$ cat src/rtl/nrisc_loader_pkg.sv
// ----------------------------------------------------------------------------
// nrisc_loader_pkg : shared types and constants for the IDATA program loader
// Revision 1.0
// ----------------------------------------------------------------------------
`default_nettype none

package nrisc_loader_pkg;

  localparam logic [7:0] SYNC   = 8'hA5;
  localparam int         ADDR_W = 10;
  localparam int         WORD_W = 16;

  typedef enum logic [3:0] {
    S_IDLE   = 4'd0,
    S_CNT_H  = 4'd1,
    S_CNT_L  = 4'd2,
    S_DATA_H = 4'd3,
    S_DATA_L = 4'd4,
    S_WRITE  = 4'd5,
    S_CHECK  = 4'd6,
    S_DONE   = 4'd7,
    S_ERR    = 4'd8
  } loader_state_t;

endpackage

`default_nettype wire

$ cat src/rtl/nrisc_prog_loader.sv
// ----------------------------------------------------------------------------
// nrisc_prog_loader : framed byte stream -> IDATA programming port writes
// Revision 1.0
// ----------------------------------------------------------------------------
`default_nettype none

module nrisc_prog_loader
  import nrisc_loader_pkg::*;
#(
  parameter int unsigned LENGTH = 1024
) (
  input  logic              clk,
  input  logic              rst,
  input  logic [7:0]        rx_data,
  input  logic              rx_valid,
  output logic              rx_ready,
  output logic              IDATA_PROG_write,
  output logic [ADDR_W-1:0] IDATA_PROG_addr,
  output logic [WORD_W-1:0] IDATA_PROG_data,
  output logic              CORE_hold,
  output logic              LOAD_done,
  output logic              LOAD_err
);

  localparam logic [15:0] MAX_CNT = 16'(LENGTH);

  loader_state_t     state, next_state;
  logic              accept;
  logic [7:0]        cnt_hi;
  logic [7:0]        hi;
  logic [7:0]        lo;
  logic [7:0]        chk;
  logic [15:0]       remaining;
  logic [15:0]       count;
  logic [ADDR_W-1:0] addr;

  assign rx_ready = (state != S_WRITE);
  assign accept   = rx_valid && rx_ready;
  assign count    = {cnt_hi, rx_data};

  always_ff @(posedge clk or negedge rst) begin
    if (!rst) state <= S_IDLE;
    else      state <= next_state;
  end

  always_comb begin
    next_state = state;
    case (state)
      S_IDLE, S_DONE, S_ERR:
        if (accept && rx_data == SYNC) next_state = S_CNT_H;
      S_CNT_H:
        if (accept) next_state = S_CNT_L;
      S_CNT_L:
        if (accept) begin
          if (count == 16'd0 || count > MAX_CNT) next_state = S_ERR;
          else                                   next_state = S_DATA_H;
        end
      S_DATA_H:
        if (accept) next_state = S_DATA_L;
      S_DATA_L:
        if (accept) next_state = S_WRITE;
      S_WRITE:
        next_state = (remaining == 16'd1) ? S_CHECK : S_DATA_H;
      S_CHECK:
        if (accept) next_state = (rx_data == chk) ? S_DONE : S_ERR;
      default:
        next_state = S_IDLE;
    endcase
  end

  always_ff @(posedge clk or negedge rst) begin
    if (!rst) begin
      cnt_hi    <= 8'd0;
      hi        <= 8'd0;
      lo        <= 8'd0;
      chk       <= 8'd0;
      remaining <= 16'd0;
      addr      <= '0;
    end else begin
      case (state)
        S_IDLE, S_DONE, S_ERR:
          if (accept && rx_data == SYNC) begin
            addr <= '0;
            chk  <= 8'd0;
          end
        S_CNT_H:
          if (accept) cnt_hi <= rx_data;
        S_CNT_L:
          if (accept) remaining <= count;
        S_DATA_H:
          if (accept) begin
            hi  <= rx_data;
            chk <= chk ^ rx_data;
          end
        S_DATA_L:
          if (accept) begin
            lo  <= rx_data;
            chk <= chk ^ rx_data;
          end
        S_WRITE: begin
          addr      <= addr + 1'b1;
          remaining <= remaining - 16'd1;
        end
        default: ;
      endcase
    end
  end

  // Hold stays up in ERR so a partially loaded image never runs.
  assign IDATA_PROG_write = (state == S_WRITE);
  assign IDATA_PROG_addr  = addr;
  assign IDATA_PROG_data  = {hi, lo};
  assign LOAD_done        = (state == S_DONE);
  assign LOAD_err         = (state == S_ERR);
  assign CORE_hold        = (state != S_IDLE) && (state != S_DONE);

endmodule

`default_nettype wire

$ cat config.mk
export PLATFORM = sky130hd
export DESIGN_NAME = nrisc_prog_loader
export DESIGN_NICKNAME = d
export VERILOG_FILES = /design/src/rtl/nrisc_loader_pkg.sv /design/src/rtl/nrisc_prog_loader.sv
export SDC_FILE = /design/constraint.sdc
export NUM_CORES = 1
export LEC_CHECK = 0
export BUFFER_PORTS_ARGS = -buffer_cell sky130_fd_sc_hd__buf_2
export CORE_MARGIN = 8
export CORE_UTILIZATION = 34
export CTS_CLUSTER_DIAMETER = 50
export DETAILED_ROUTE_END_ITERATION = 8
export GPL_ROUTABILITY_DRIVEN = 0
export PLACE_DENSITY_LB_ADDON = 0.08
export SETUP_SLACK_MARGIN = 0.5
export SLEW_MARGIN = 25
export SYNTH_ARGS = -nofsm -noshare
export SYNTH_HDL_FRONTEND = slang
export SYNTH_SLANG_ARGS = --single-unit
$ cat constraint.sdc
create_clock -name clk -period 2.4 [get_ports clk]
set_input_delay 0.24 -clock clk [delete_from_list [all_inputs] [get_ports clk]]
set_output_delay 0.24 -clock clk [all_outputs]
set_load 0.01 [all_outputs]
---- Word level (Yosys, flattened, before mapping) ----
Index checks and enable logic that the tools add are counted.
cells by class
  add/sub/neg operators ................... 2
  $lt $le $gt $ge ......................... 1
  eq/ne operators ......................... 20
  multiplexer cells ....................... 17
  bitwise gates (word level) .............. 1
  reductions and logical operators ........ 19
operators with widths
  cell                     number
  $mux W4                  8
  $pmux W16 S2             1
  $pmux W4 S7              1
  $pmux W10 S2             1
  $eq A16 B1 Y1 const B    1
  $eq A4 B3 Y1 const B     4
  $gt A16 B11 Y1 const B   1
  $logic_not A16 Y1        1
  $mux W16                 1
  $mux W8                  2
  $pmux W8 S2              1
  $sub A16 B1 Y16 const B  1
  $ne A2 B2 Y1 const B     6
  $add A10 B1 Y10 const B  1
  $mux W10                 1
  $reduce_and A2 Y1        5
  $eq A4 B2 Y1 const B     2
  $eq A8 B8 Y1             1
  $eq A8 B8 Y1 const B     1
  $ne A4 B3 Y1 const B     2
  $xor A8 B8 Y8            1
  $reduce_and A6 Y1        1
  $reduce_bool A2 Y1       3
  $eq A4 B1 Y1 const B     1
  10 further kinds         12
word-level totals
  register bits after elaboration ......... 62
  output and inout bits ................... 31
  logic and storage cells ................. 67

---- Depth between registers and ports, before layout ----
Gate-level depths: netlist of the first run.
  depth in word-level cells ............... 5
  mapped depth ............................ 7
  gate-level depth less buffers ........... 7

---- Least setup slack after synthesis of the first run ----
Ideal clock, no wire load.
  path kind ............................... flip-flop to flip-flop
  start ................................... register remaining[4]
  end ..................................... register remaining[12]
  setup time .............................. 0.126 ns
  arrival ................................. 1.713 ns
  required time ........................... 2.274 ns
  setup slack ............................. 0.561 ns
  stages on the path, launching flop included .. 6
  path buffers ............................ 0
  clock period less this slack ............ 1.839 ns
  cell sequence ........................... dfrtp_1 -> or4_4 -> or3_4 -> nand2_2 -> nand2_1 -> a221o_1
between the ends
  cells in the longest elaborated chain, start to end .. 2
ends and longest elaborated chain
  item                      line                      RTL
  start: declaration        nrisc_prog_loader.sv:33   logic [15:0] remaining;
  start signal: assignment  nrisc_prog_loader.sv:89   if (accept) remaining <= count;
  start signal: assignment  nrisc_prog_loader.sv:102  remaining <= remaining - 16'd1;
  $sub A16 B1 Y16           nrisc_prog_loader.sv:102
  $pmux W16 S2              nrisc_prog_loader.sv:80   case (state)
No other way between the ends.
A chain may end at the register's enable or synchronous reset.

---- Final worst setup path of the first run ----
  start ................................... register remaining[2]
  end ..................................... register remaining[12]
Same word-level chain as after synthesis.

==> out/results.tsv, run 1 <==
stage	metric	value	unit
run_status	status	finished, final reports clean	
logic_synthesis	Post-Synthesis Cells	337	
pwr	clock network fraction of total power	0.331	
route	Iteration-0 DRC Markers	134	
logic_synthesis	Avg Cell Area, Syn	9.85	sq um
pwr	Psw	1.13	mW
critical_path	critical path peak fanout	5	
logic_synthesis	YS warnings	0	
pwr	leakage	1.85	nW
final_layout	Nets	418	
route	WL per Instance	17.3	um
sta	fin crit share	0.791	
route	drt total wl	9360	um
grt	initial antenna violation count	0	
cts	clock network latency to the later pin of the worst-skew pair	360	ps
logic_synthesis	number of enable flip-flop cells after synthesis	0	
final_layout	commonest non-fill, non-tap cell in the layout	dfrtp_1	
floorplan	Row Count	36	
sta	unrepaired setup endpoints after global routing	true	
placement	DP Wirelength	6320	um
final_layout	ant diodes	0	
sta	Slew headroom	0.677	
critical_path	Worst setup EP type	flop	
final_layout	most frequent cells in the layout	dfrtp_1, buf_2, nor2_1, buf_4, nand2_1	
cts	CTS tree	yes	
floorplan	die area	0.0132	sq mm
cts	total CTS buffers	9	
placement	placed insts	508	
pwr	sw frac	0.321	
pwr	Final Power	3.51	mW
final_layout	Area Growth Syn to Fin	27.2	%
grt	remaining global-route overflow	0	
pwr	PD cells	831	mW/mm^2
critical_path	Startpoint Class	flop	
sta	number of hold violations in the final report	0	
sta	setup TNS	0	ps
sta	Slew Limit Fails	0	
final_layout	final std cells w/o fill	542	
route	DR vias	2865	
floorplan	Starting Density	0.344	
grt	number of global-route vias before repair	2864	
logic_synthesis	Seq/Total Area, Yosys	0.467	
cts	root buf cell	clkbuf_8	
floorplan	I/O pin total	42	
grt	largest net degree at the start of global routing	63	
final_layout	share of cells above drive strength 1	0.364	
final_layout	final core occ	0.438	
sta	Final Skew	13.0	ps
sta	WHS	244	ps
placement	PortBufs	41	
final_layout	Final Instance Area	0.00422	sq mm
critical_path	critical path arrival	2140	ps
critical_path	critical path required time	2640	ps
route	DR vias/cell	5.29	
pwr	Flop pwr share	0.431	
logic_synthesis	Mapped Nets	351	
cts	clock sinks	62	
placement	Setup Slack @ Placement	355	ps
grt	global-route usage over all layers	0.149	
logic_synthesis	Synth Register Bits	62	
sta	# setup viols final	0	
floorplan	core footprint	0.00964	sq mm
sta	Period minus WS final	1900	ps
placement	Cell Area, Placed	0.00372	sq mm
route	Pre-antenna DRT Iters	4	
cts	Clock Path Buffers	2	
cts	H-tree levels	3	
floorplan	die height	115	um
route	Final ANT Viol Nets	0	
sta	final setup margin	502	ps
logic_synthesis	Async S/R FF share, synth	1.00	
sta	maximum achievable frequency	0.527	GHz
cts	clock slew seen by the registers of the worst setup and hold paths	80	ps
logic_synthesis	ys flop type	dfrtp_1	
logic_synthesis	Synth cell types	60	
pwr	Peak VDD IR	293	uV
pwr	combinational power share	0.237	
critical_path	Worst Path Class, Setup	reg2reg	
sta	worst slew pin tran	478	ps
grt	first-pass GRT wire length	15200	um
hold_path	HP Class	in2reg	
run	maxcap violations	0	
route	Remaining DRCs	0	
pwr	Pint	2.38	mW
floorplan	Die W	115	um
logic_synthesis	cell area after synthesis	0.00332	sq mm
-- worst paths after layout --
path	from	endpoint	slack [ps]	cells past startpoint
setup / recovery	remaining[2]	remaining[12]	500	5
hold / removal	rx_data[5]	cnt_hi[5]	240	2
setup reg to reg	remaining[2]	remaining[12]	500	5
hold reg to reg	IDATA_PROG_addr[9]	IDATA_PROG_addr[9]	480	1
max in group asynchronous	rst	remaining[2]	1660	3
min in group asynchronous	rst	IDATA_PROG_addr[8]	430	3
-- power groups by stage --
stage               Clock, mW  Sequential, mW  Combinational, mW
floorplan                   0            1.46              0.495
global placement            0            1.52              0.682
detailed placement          0            1.53              0.689
CTS                      1.18            1.50              0.768
global route             1.23            1.54              0.923
finish                   1.16            1.51              0.833
-- synth_stat cells, types with 3 or more instances --
library cell	count	share of area
mux2_2	24	0.081
nand4_1	6	0.011
o211ai_1	6	0.014
nand3_1	7	0.011
nor2_1	37	0.042
a31oi_1	4	0.0075
clkbuf_1	5	0.0057
o21ai_1	9	0.014
or3_1	4	0.0075
a311oi_1	6	0.016
ha_1	3	0.011
xnor2_1	9	0.024
nand2_1	28	0.032
a21oi_1	11	0.017
o21ai_0	24	0.036
nand2b_1	8	0.015
buf_2	11	0.017
inv_1	7	0.0079
nor3_1	6	0.0090
dfrtp_1	62	0.47
nor4_1	4	0.0075
a211oi_1	6	0.014
-- routing by layer --
| layer | up-vias | share of wire | track usage |
|---|---|---|---|
| met5 | - | 0 | 0 |
| met4 | 0 | 0.018 | 0.0595 |
| met3 | 17 | 0.045 | 0.0320 |
| met2 | 63 | 0.45 | 0.228 |
| met1 | 1416 | 0.49 | 0.200 |
| li1 | 1369 | - | - |
-- timing repair --
action                     CTS  global route
setup buffers                8             9
hold buffers                 1             0
resized for setup           10            21
hold endpoints to repair    62             0
setup endpoints to repair   24            35
pin swaps                    1             5
-- layout make-up --
cell class	count	area [sq um]
Fill cell	956	5420
Inverter	8	30.0
Clock buffer	9	124
Timing Repair Buffer	75	483
Clock inverter	7	123
Multi-Input combinational cell	248	1740
Sequential cell	62	1560
Tap cell	133	166
-- kinds of logic after synthesis --
kind of cell               after synthesis  share of synthesized area
AOI/OAI and AO/OA                       86                      0.168
xor gates and xnor gates                 9                     0.0237
adders and majority gates                3                     0.0113
buffers and inverters                   27                     0.0392
DFF                                     62                      0.467
muxes                                   26                     0.0874
and+or+nand+nor                        124                      0.203
-- flip-flops by register name, indices dropped and copies added (netlist names) --
signal           flops
remaining           16
cnt_hi               8
IDATA_PROG_addr     10
lo                   8
chk                  8
state                4
hi                   8
-- critical path, stage by stage (launching register included) --
cell     delay, ps
dfrtp_2        430
or4_4          530
or3_4          380
nand2_2        110
nand2_1         50
a221o_1        280
No activity file was read; power rests on OpenSTA's default activity.
==> inputs of run 2 (changes only) <==
- clock period: 2.4 -> 1.6 ns (I/O delays scaled with it)
==> out/results.tsv, run 2 (synthesis results as in run 1) <==
stage	metric	value	unit
floorplan	die area	0.0132	sq mm
critical_path	largest stage delay on the critical path	560	ps
route	DR vias	3252	
floorplan	die height	115	um
floorplan	I/O pin total	42	
final_layout	commonest non-fill, non-tap cell in the layout	buf_4	
critical_path	critical path arrival	2100	ps
final_layout	Nets	518	
cts	CTS tree	yes	
floorplan	Row Count	36	
final_layout	share of cells above drive strength 1	0.588	
floorplan	core footprint	0.00964	sq mm
route	drt total wl	11000	um
route	Final ANT Viol Nets	0	
pwr	PD cells	1110	mW/mm^2
sta	final setup margin	-268	ps
final_layout	max reg flops	16	
cts	clock network latency to the later pin of the worst-skew pair	340	ps
run	maxcap violations	0	
pwr	sw frac	0.326	
grt	number of global-route vias before repair	3376	
pwr	Flop pwr share	0.350	
sta	Final Skew	5.76	ps
sta	number of hold violations in the final report	0	
sta	Slew Limit Fails	0	
sta	unrepaired setup endpoints after global routing	true	
floorplan	Starting Density	0.344	
grt	largest net degree at the start of global routing	63	
sta	Slew headroom	0.650	
route	Remaining DRCs	0	
route	DR vias/cell	5.08	
cts	total CTS buffers	9	
final_layout	final std cells w/o fill	640	
placement	PortBufs	41	
critical_path	critical path required time	1830	ps
final_layout	Biggest register	remaining	
placement	Setup Slack @ Placement	-238	ps
run_status	failing checks	setup timing	
cts	root buf cell	clkbuf_8	
critical_path	critical path peak fanout	3	
grt	global-route usage over all layers	0.169	
grt	remaining global-route overflow	0	
grt	initial antenna violation count	0	
critical_path	Worst setup EP type	flop	
critical_path	critical path cell sequence	or4_4 > or3_4 > nand2_4 > nand2_2 > a221o_1	
route	WL per Instance	17.2	um
sta	maximum achievable frequency	0.535	GHz
pwr	Peak VDD IR	543	uV
critical_path	critical path's slowest cell	or4_4	
pwr	Pint	4.17	mW
cts	clock slew seen by the registers of the worst setup and hold paths	80	ps
route	Pre-antenna DRT Iters	4	
sta	fin crit share	1.17	
hold_path	HP Class	in2reg	
placement	placed insts	582	
final_layout	Area Growth Syn to Fin	67.3	%
pwr	clock network fraction of total power	0.234	
final_layout	most frequent cells in the layout	buf_4, dfrtp_1, buf_6, buf_2, nor2_1	
sta	Period minus WS final	1870	ps
sta	worst slew pin tran	518	ps
cts	Clock Path Buffers	2	
critical_path	Startpoint Class	flop	
floorplan	Die W	115	um
pwr	Psw	2.01	mW
pwr	combinational power share	0.416	
placement	DP Wirelength	7260	um
route	Iteration-0 DRC Markers	190	
final_layout	ant diodes	0	
sta	# setup viols final	62	
critical_path	Worst Path Class, Setup	reg2reg	
run_status	status	finished with violations	
cts	H-tree levels	3	
pwr	leakage	2.53	nW
cts	clock sinks	62	
grt	first-pass GRT wire length	17700	um
==> run 2: cell types whose count changed in the layout (fill, tap and decap cells not counted), moves of 9 or more <==
cell     before  now
buf_4        30   91
buf_6         2   41
o21ai_0      21    3
mux2_2       24    8
mux2_4        0   16
o21ai_2       1   11
nand2_1      28   19
==> run 2: worst max-delay path, delay by kind of cell, from the launching register on <==
kind / cells / cell delay (ps)
and+or+nand+nor: 4 / 1080
AOI/OAI and AO/OA: 1 / 290
DFF: 1 / 380
==> run 2: stage by stage <==
step	cell area [sq um]	TNS (ps)	hold slack (ps)	utilization	power (mW)
floorplan	3570	-2540	-136	-	3.11
global placement	4500	-3380	203	0.467	4.00
detailed placement	4500	-3920	202	0.467	4.02
CTS	5300	-5580	202	0.550	6.04
global route	5560	-11060	222	0.576	6.51
finish	5560	-7040	215	0.576	6.18
==> run 2: final cells by class <==
type	instances	area (sq um)
fill	850	4080
timing repair buffer	175	1460
sequential	62	1560
inverter	8	32.5
tap	133	166
clock inverter	3	45.0
multi-input combinational	248	2140
clock buffer	11	151
==> run 2: repair_timing <==
action | 4_1_cts | 5_1_grt
pin swaps | 33 | 14
gates resized for setup | 92 | 32
hold buffers | 1 | 0
buffers inserted | 29 | 14
setup endpoints to repair | 69 | 74
hold endpoints to repair | 62 | 0
==> run 2: worst paths after layout <==
| path | startpoint | to | slack [ps] | depth (start not counted) |
|---|---|---|---|---|
| max | remaining[2] | remaining[12] | -270 | 5 |
| max in group asynchronous | rst | hi[1] | 950 | 3 |
| max reg2reg | remaining[2] | remaining[12] | -270 | 5 |
| min in group asynchronous | rst | IDATA_PROG_addr[2] | 350 | 3 |
| min | rx_data[5] | remaining[5] | 220 | 4 |
| min reg2reg | IDATA_PROG_addr[9] | IDATA_PROG_addr[9] | 470 | 1 |
==> run 2: power groups by stage <==
stage	Clock [mW]	Combinational (mW)	Sequential (mW)
2_1_floorplan	0	0.892	2.22
3_3_place_gp	0	1.82	2.18
3_5_place_dp	0	1.84	2.18
4_1_cts	1.48	2.43	2.14
5_1_grt	1.55	2.76	2.20
6_report	1.45	2.57	2.16
==> run 2: routing by layer <==
metal / vias up / track usage / routed length [um]
met3: 11 / 0.0394 / 467
met4: 0 / 0.0429 / 116
met2: 74 / 0.270 / 5110
met5: - / 0 / 0
li1: 1571 / - / -
met1: 1596 / 0.226 / 5310
==> inputs of run 3 (changes only) <==
- BUFFER_PORTS_ARGS: -buffer_cell sky130_fd_sc_hd__buf_2 -> default
- CORE_MARGIN: 8 -> default
- DONT_BUFFER_PORTS: default -> 1
==> out/results.tsv, run 3 (synthesis results as in run 1) <==
stage	metric	value	unit
run_status	status	finished with violations	
run_status	failing checks	hold timing, setup timing	
cts	Clock Path Buffers	2	
final_layout	max reg flops	16	
sta	WHS	-500	ps
critical_path	critical path peak fanout	3	
final_layout	Nets	456	
route	drt total wl	10200	um
sta	# setup viols final	64	
floorplan	core footprint	0.00937	sq mm
sta	maximum achievable frequency	0.539	GHz
pwr	combinational power share	0.363	
floorplan	Die W	101	um
critical_path	largest stage delay on the critical path	560	ps
sta	Final Skew	15.7	ps
critical_path	critical path arrival	2080	ps
grt	global-route usage over all layers	0.217	
route	Remaining DRCs	0	
sta	fin crit share	1.16	
pwr	Psw	1.84	mW
sta	number of hold violations in the final report	62	
run	maxcap violations	0	
sta	setup TNS	-8410	ps
route	Iteration-0 DRC Markers	143	
sta	worst slew pin tran	584	ps
critical_path	Worst setup EP type	flop	
pwr	Final Power	5.90	mW
critical_path	critical path's slowest cell	or4_4	
final_layout	commonest non-fill, non-tap cell in the layout	buf_4	
hold_path	HP Class	in2async	
final_layout	share of cells above drive strength 1	0.499	
critical_path	Startpoint Class	flop	
pwr	Peak VDD IR	535	uV
grt	largest net degree at the start of global routing	63	
final_layout	ant diodes	0	
placement	placed insts	522	
route	DR vias/cell	5.31	
route	DR vias	3058	
final_layout	final core occ	0.551	
cts	CTS tree	yes	
pwr	leakage	2.19	nW
cts	H-tree levels	3	
route	Pre-antenna DRT Iters	4	
final_layout	Area Growth Syn to Fin	55.5	%
sta	Period minus WS final	1860	ps
floorplan	die height	101	um
critical_path	flop-to-flop setup slack	-260	ps
pwr	sw frac	0.312	
pwr	clock network fraction of total power	0.272	
route	Final ANT Viol Nets	0	
critical_path	critical path cell sequence	or4_4 > or3_4 > nand2_4 > nand2_1 > a221o_1	
floorplan	die area	0.0102	sq mm
placement	PortBufs	0	
grt	number of global-route vias before repair	3090	
cts	clock slew seen by the registers of the worst setup and hold paths	80	ps
grt	remaining global-route overflow	0	
floorplan	Starting Density	0.354	
placement	Setup Slack @ Placement	-244	ps
placement	DP Wirelength	6440	um
cts	root buf cell	clkbuf_8	
final_layout	final std cells w/o fill	576	
sta	unrepaired setup endpoints after global routing	true	
pwr	Flop pwr share	0.365	
cts	clock network latency to the later pin of the worst-skew pair	340	ps
grt	first-pass GRT wire length	16500	um
critical_path	Worst Path Class, Setup	reg2reg	
route	WL per Instance	17.8	um
cts	total CTS buffers	9	
critical_path	critical path required time	1820	ps
sta	final setup margin	-256	ps
grt	initial antenna violation count	0	
sta	Slew Limit Fails	0	
critical_path	CP top delay family	simple AND/OR/NAND/NOR gates	
critical_path	CP bufs+invs	0	
pwr	PD cells	1140	mW/mm^2
floorplan	Row Count	35	
sta	Slew headroom	0.605	
cts	clock sinks	62	
floorplan	I/O pin total	42	
pwr	Pint	4.06	mW
final_layout	most frequent cells in the layout	buf_4, dfrtp_1, buf_6, nor2_1, o21ai_1	
final_layout	Biggest register	remaining	
## run 3: final timing paths
check | start | to | cells past startpoint
min in group clk | rx_valid | state[2] | 3
worst max register to register | remaining[2] | remaining[12] | 5
max in group asynchronous | rst | chk[6] | 0
worst min-delay path | rst | IDATA_PROG_addr[9] | 0
worst max-delay path | remaining[2] | remaining[12] | 5
worst min register to register | remaining[15] | remaining[15] | 1
## run 3: cell type report
class                           instances  area, sq um
Tap cell                              129          161
Multi-Input combinational cell        248         2110
Sequential cell                        62         1550
Clock buffer                           11          141
Clock inverter                          5         82.6
Fill cell                             853         4210
Timing Repair Buffer                  113         1080
Inverter                                8         32.5
## run 3: power by group through the flow
stage	Clock [mW]	Combinational, mW	Sequential, mW
6_report	1.60	2.14	2.16
5_1_grt	1.71	2.32	2.20
4_1_cts	1.65	1.95	2.16
3_5_place_dp	0	1.68	2.19
3_3_place_gp	0	1.67	2.18
2_1_floorplan	0	0.892	2.22
## run 3: through the flow
step           hold slack, ps  instance area, sq um
3_3_place_gp             -134                  4150
3_5_place_dp             -134                  4150
5_1_grt                  -523                  5160
2_1_floorplan            -136                  3570
6_report                 -500                  5160
4_1_cts                  -516                  4850
## run 3: per-layer routing
metal,vias up,global-route usage,part of all wire
met1,1508,0.295,0.46
met3,7,0.0527,0.049
li1,1458,-,-
met5,-,0,0
met4,0,0.0613,0.0067
met2,85,0.346,0.48
## run 3: what timing repair did
item,CTS,global route
hold buffers,8,2
endpoints found under the setup margin,67,69
endpoints found under the hold margin,96,64
buffers inserted,15,12
cloned,1,0
pin swaps,31,23
resized for setup,67,44
